## config.mk

```make
export PLATFORM = sky130hd
export DESIGN_NAME = mem_stage
export DESIGN_NICKNAME = d
export VERILOG_FILES = /design/src/rtl/mem_pkg.sv /design/src/rtl/mem_wb_reg.sv /design/src/rtl/mem_stage.sv
export SDC_FILE = /design/constraint.sdc
export NUM_CORES = 1
export LEC_CHECK = 0
export CORE_MARGIN = 2
export CORE_UTILIZATION = 39
export CTS_CLUSTER_DIAMETER = 150
export DETAILED_ROUTE_END_ITERATION = 16
export PLACE_DENSITY = 0.8
export SLEW_MARGIN = 20
export SYNTH_ARGS = -nofsm -noshare
export SYNTH_HDL_FRONTEND = slang
export SYNTH_SLANG_ARGS = --single-unit
```

## constraint.sdc

```tcl
create_clock -name clk -period 2.06 [get_ports clk]
set_input_delay 0.412 -clock clk [delete_from_list [all_inputs] [get_ports clk]]
set_output_delay 0.412 -clock clk [all_outputs]
set_load 0.01 [all_outputs]
```

## src/rtl/mem_pkg.sv

```systemverilog
// Shared types and constants for the MEM pipeline stage.
package mem_pkg;

    typedef enum logic [0:0] {
        IDLE   = 1'b0,
        ACCESS = 1'b1
    } state_t;

    localparam int DATA_W_DEF = 32;
    localparam int CNT_W      = 8;

endpackage

```

## src/rtl/mem_wb_reg.sv

```systemverilog
// MEM/WB pipeline register: captures the writeback bundle on load, clears it on bubble.
module mem_wb_reg #(
    parameter int DATA_W = 32
) (
    input  logic              clk,
    input  logic              rst,
    input  logic              load,
    input  logic              bubble,
    input  logic [4:0]        d_rd,
    input  logic              d_en_write_reg,
    input  logic              d_alu_pos,
    input  logic [DATA_W-1:0] d_data,
    output logic              wb_valid,
    output logic [4:0]        wb_rd,
    output logic              wb_en_write_reg,
    output logic              wb_alu_pos,
    output logic [DATA_W-1:0] wb_data
);

    always_ff @(posedge clk) begin
        if (rst || bubble) begin
            wb_valid        <= 1'b0;
            wb_rd           <= '0;
            wb_en_write_reg <= 1'b0;
            wb_alu_pos      <= 1'b0;
            wb_data         <= '0;
        end else if (load) begin
            wb_valid        <= 1'b1;
            wb_rd           <= d_rd;
            wb_en_write_reg <= d_en_write_reg;
            wb_alu_pos      <= d_alu_pos;
            wb_data         <= d_data;
        end
    end

endmodule

```

## src/rtl/mem_stage.sv

```systemverilog
// MEM stage: branch resolution, data-memory access FSM with timeout, MEM/WB register.
module mem_stage
    import mem_pkg::*;
#(
    parameter int DATA_W         = DATA_W_DEF,
    parameter int TIMEOUT_CYCLES = 255
) (
    input  logic              clk,
    input  logic              rst,
    input  logic              in_valid,
    input  logic [DATA_W-1:0] alu_result,
    input  logic [DATA_W-1:0] rdata2,
    input  logic [DATA_W-1:0] branch_target,
    input  logic [4:0]        rd,
    input  logic              en_write_reg,
    input  logic              alu_zero,
    input  logic              alu_pos,
    input  logic              branch,
    input  logic              en_mem_read,
    input  logic              en_mem_write,
    input  logic              write_source,
    output logic              pc_src,
    output logic [DATA_W-1:0] pc_branch,
    output logic              mem_stall,
    output logic              dmem_req,
    output logic              dmem_we,
    output logic [DATA_W-1:0] dmem_addr,
    output logic [DATA_W-1:0] dmem_wdata,
    input  logic              dmem_ready,
    input  logic [DATA_W-1:0] dmem_rdata,
    output logic              wb_valid,
    output logic [4:0]        wb_rd,
    output logic              wb_en_write_reg,
    output logic              wb_alu_pos,
    output logic [DATA_W-1:0] wb_data,
    output logic              bus_error
);

    state_t            state_reg;
    logic [CNT_W-1:0]  cnt_reg;
    logic [4:0]        cap_rd_reg;
    logic              cap_wen_reg;
    logic              cap_ws_reg;
    logic              cap_pos_reg;

    logic mem_op;
    logic in_access;
    logic access_done;
    logic timeout_hit;

    logic              wb_load;
    logic              wb_bubble;
    logic [4:0]        wb_d_rd;
    logic              wb_d_wen;
    logic              wb_d_pos;
    logic [DATA_W-1:0] wb_d_data;

    assign mem_op      = in_valid & (en_mem_read | en_mem_write);
    assign in_access   = (state_reg == ACCESS);
    assign access_done = in_access & dmem_ready;
    assign timeout_hit = in_access & ~dmem_ready & (cnt_reg == CNT_W'(TIMEOUT_CYCLES - 1));

    assign dmem_req  = in_access;
    assign pc_branch = branch_target;
    assign pc_src    = ~rst & in_valid & branch & alu_zero & ~in_access;
    // Stall also drops on the abort cycle so the upstream op retires instead of reissuing.
    assign mem_stall = ~rst & (in_access ? ~(dmem_ready | timeout_hit) : mem_op);

    always_comb begin
        wb_load   = 1'b0;
        wb_bubble = 1'b0;
        wb_d_rd   = rd;
        wb_d_wen  = en_write_reg;
        wb_d_pos  = alu_pos;
        wb_d_data = alu_result;
        if (!in_access) begin
            if (in_valid && !mem_op) begin
                wb_load = 1'b1;
            end else begin
                wb_bubble = 1'b1;
            end
        end else begin
            wb_d_rd  = cap_rd_reg;
            wb_d_pos = cap_pos_reg;
            if (access_done) begin
                wb_load   = 1'b1;
                wb_d_wen  = cap_wen_reg;
                wb_d_data = cap_ws_reg ? dmem_rdata : dmem_addr;
            end else if (timeout_hit) begin
                wb_load   = 1'b1;
                wb_d_wen  = 1'b0;
                wb_d_data = '0;
            end else begin
                wb_bubble = 1'b1;
            end
        end
    end

    always_ff @(posedge clk) begin
        if (rst) begin
            state_reg   <= IDLE;
            cnt_reg     <= '0;
            dmem_we     <= 1'b0;
            dmem_addr   <= '0;
            dmem_wdata  <= '0;
            cap_rd_reg  <= '0;
            cap_wen_reg <= 1'b0;
            cap_ws_reg  <= 1'b0;
            cap_pos_reg <= 1'b0;
            bus_error   <= 1'b0;
        end else if (!in_access) begin
            if (mem_op) begin
                state_reg   <= ACCESS;
                cnt_reg     <= '0;
                dmem_we     <= en_mem_write & ~en_mem_read;
                dmem_addr   <= alu_result;
                dmem_wdata  <= rdata2;
                cap_rd_reg  <= rd;
                cap_wen_reg <= en_write_reg;
                cap_ws_reg  <= write_source;
                cap_pos_reg <= alu_pos;
            end
        end else if (access_done || timeout_hit) begin
            state_reg <= IDLE;
            cnt_reg   <= '0;
            if (timeout_hit) begin
                bus_error <= 1'b1;
            end
        end else begin
            cnt_reg <= cnt_reg + CNT_W'(1);
        end
    end

    mem_wb_reg #(
        .DATA_W(DATA_W)
    ) u_mem_wb_reg (
        .clk            (clk),
        .rst            (rst),
        .load           (wb_load),
        .bubble         (wb_bubble),
        .d_rd           (wb_d_rd),
        .d_en_write_reg (wb_d_wen),
        .d_alu_pos      (wb_d_pos),
        .d_data         (wb_d_data),
        .wb_valid       (wb_valid),
        .wb_rd          (wb_rd),
        .wb_en_write_reg(wb_en_write_reg),
        .wb_alu_pos     (wb_alu_pos),
        .wb_data        (wb_data)
    );

endmodule
```

==> impl_metrics.csv <==
group,metric,value,unit
clocking,clock_sinks,123,
clocking,tritoncts,"done",
worst_hold_path,min_path_type,"flop to flop",
worst_setup_path,critPathRequiredTime,1650,ps
worst_setup_path,critPathSlowestCell,"dfxtp_2",
synthesis,postSynthCellCount,652,
drt,post-route-drc-count,0,
clocking,cts_buffers,17,
global_routing,grt_busiest_layer,"met2",
cells_and_area,layout_commonest_cell,"clkdlybuf4s50_1",
cells_and_area,area_delta_synth_final,57.5,%
timing,drv_slew,0,
power,p_leak,3.14,nW
synthesis,ys.flop_type,"dfxtp_1",
worst_setup_path,crit_chain,"inv_2, ha_4, nand3_2, or2_1, nand2_2, a211oi_2, buf_2",
global_routing,grt_antenna_before_repair,0,
placed_design,place_congestion,0.802,
placed_design,post-place-cells,1005,
timing,fin_crit,2050,ps
cells_and_area,utilization,0.626,
cells_and_area,seqCellArea,2470,sq um
synthesis,synth_nets,798,
timing,period_share,0.995,
power,worst_ir_drop_vdd,0.000971,V
cells_and_area,fillers,1089,
cells_and_area,multi_input_area,2240,sq um
drt,wl_per_cell,16.3,microns
worst_setup_path,rrSetupSlack,120,ps
global_routing,grt_use_met3,0.0779,
synthesis,yosys_warnings,0,
floorplanning,die_area,14400,sq um
clocking,clk_pin_slew_worst_paths,50,ps
cells_and_area,reg_top3,"dmem_addr (32), dmem_wdata (32), u_mem_wb_reg.wb_data (32)",
synthesis,async_reset_ff_frac,0,
drt,vias_per_cell,5.16,
global_routing,overflow,0,
run,drv_cap,0,
floorplanning,rows,42,
clocking,cts-root-buf,"clkbuf_16",
power,cellPowerDensity,828,nW/um^2
cells_and_area,final_cell_mix,"clkdlybuf4s50_1 (217), nand2_1 (146), dfxtp_1 (120), a21oi_1 (79), nor2_1 (44)",
timing,skew,12.5,ps
clocking,cts_buffer_depth,2,
global_routing,grt_use_met1,0.251,
drt,first_pass_iters,5,
floorplanning,coreArea,13200,sq um
global_routing,grt_usage,0.233,
worst_setup_path,cp-start-kind,"flop",
clocking,clk_latency,410,ps
worst_setup_path,cpPeakStageDelay,330,ps
worst_setup_path,critical_path_class,"flop to output port",
cells_and_area,final_cells,1038,
drt,via_count,5351,
drt,drt_iter0_drc,335,
worst_setup_path,path_buf_inv,2,
worst_setup_path,cp.arrival,1640,ps
synthesis,synth_area_per_cell,8.04,sq um
floorplanning,die_height,120,microns
floorplanning,ios,285,
global_routing,grt_max_degree,45,
timing,setup_viol,0,
synthesis,syn_area,5240,sq um
global_routing,grt_pass1_vias,5296,
synthesis,synth.ff_latch_count,123,
status,status,"completed",
placed_design,dpl.hpwl,11300,microns
worst_setup_path,critPathMaxFanout,2,
timing,max-slew-margin-rel,0.649,
timing,max_freq,488,MHz
worst_setup_path,end_kind,"output port",
synthesis,ys_seq_area_frac,0.470,
clocking,htreeDepth,4,
floorplanning,start_util,0.397,
global_routing,grt_util_met2,0.406,
synthesis,ys_types,36,
timing,worstMarginPinSlew,526,ps
worst_setup_path,cp_top_family,"flip-flops",
placed_design,io_buffers,220,
cells_and_area,num-nets-final,995,
synthesis,synth_edf_count,0,
cells_and_area,n_antenna_cell,0,
global_routing,grt_pass1_wl,26100,microns
drt,wirelength,16900,microns
timing,hold_viol_final,0,
cells_and_area,drive_above_1_share,0.0940,
floorplanning,die-width,120,microns
drt,ant_nets,0,
[cells by family (layout without fill, tap and decap cells)]
logic type | after synthesis | in the layout | share of synthesized area
muxes | 38 | 38 | 0.0726
xor gates and xnor gates | 4 | 4 | 0.00669
DFF | 123 | 123 | 0.470
AOI/OAI and AO/OA | 161 | 161 | 0.175
adders and majority gates | 2 | 2 | 0.00477
buffers and inverters | 114 | 324 | 0.111
and+or+nand+nor | 210 | 210 | 0.160
[layer usage]
metal,wire (microns),share of wire
met1,6750,0.40
met2,8340,0.49
met3,1270,0.075
met4,512,0.030
met5,0,0
[layout make-up]
| class | count | area share |
|---|---|---|
| inverter | 36 | 0.0164 |
| clock inverter | 7 | 0.0164 |
| clock buffer | 25 | 0.0600 |
| sequential | 123 | 0.299 |
| timing repair buffer | 256 | 0.310 |
| tap | 176 | 0.0267 |
| multi-input combinational | 415 | 0.271 |
[worst register-to-register path: stages (launching register included)]
cell and delay (ps):
dfxtp_2 320, inv_2 70, ha_4 130, nand3_2 80, or2_1 280, buf_4 290
a211o_1 350, buf_12 180, nor2_1 170
[cell usage after synthesis, types with 2 or more instances]
master      n  area [sq um]
clkbuf_1   38           143
nor2_1     45           169
nor2b_1     3          18.8
buf_4      32           240
o22ai_1    32           200
mux2i_1    38           380
buf_6       4          45.0
buf_2       4          20.0
o21ai_0     5          25.0
nor2_2      3          18.8
a21oi_1    79           395
or3_1       3          18.8
inv_1      35           131
a31oi_1    33           206
o21a_1      2          15.0
nand3_1     3          15.0
a211oi_1    3          22.5
dfxtp_1   123          2460
nand2_1   147           552
ha_1        2          25.0
xor2_1      3          26.3
[path summary, 6_finish.rpt]
| kind | start | end | cells after the start |
|---|---|---|---|
| max reg2reg | cnt_reg[0] | u_mem_wb_reg.wb_data[4] | 8 |
| min reg2reg | dmem_wdata[17] | dmem_wdata[17] | 2 |
| max | cnt_reg[0] | mem_stall | 7 |
| min | dmem_wdata[17] | dmem_wdata[17] | 2 |
[stage by stage]
step | hold slack, ps | setup TNS (ps) | setup slack (ps) | power [W] | instance area [sq um]
after floorplan | 436 | 0 | 266 | 0.00313 | 5240
after global placement | 441 | -558 | -391 | 0.00368 | 7590
after detailed placement | 446 | -556 | -378 | 0.00370 | 7590
after CTS | 453 | -49.5 | -49.5 | 0.00689 | 8230
after global routing | 469 | -44.0 | -44.0 | 0.00708 | 8260
final | 451 | 0 | 10.9 | 0.00684 | 8260
[report_power, final]
group,internal (W),total [W],switching (W),leakage [nW]
Combinational,0.000597,0.00110,0.000499,1.82
Clock,0.00215,0.00318,0.00103,0.311
Sequential,0.00250,0.00257,0.0000671,1.00
Total,0.00524,0.00684,0.00160,3.14
[repair_timing]
action / CTS / global route
gates resized for setup: 7 / 7
setup endpoints to repair: 3 / 2
hold buffers: 0 / 0
buffers inserted: 0 / 2
pin swaps: 1 / 3
No activity file was read; power rests on OpenSTA's default activity.
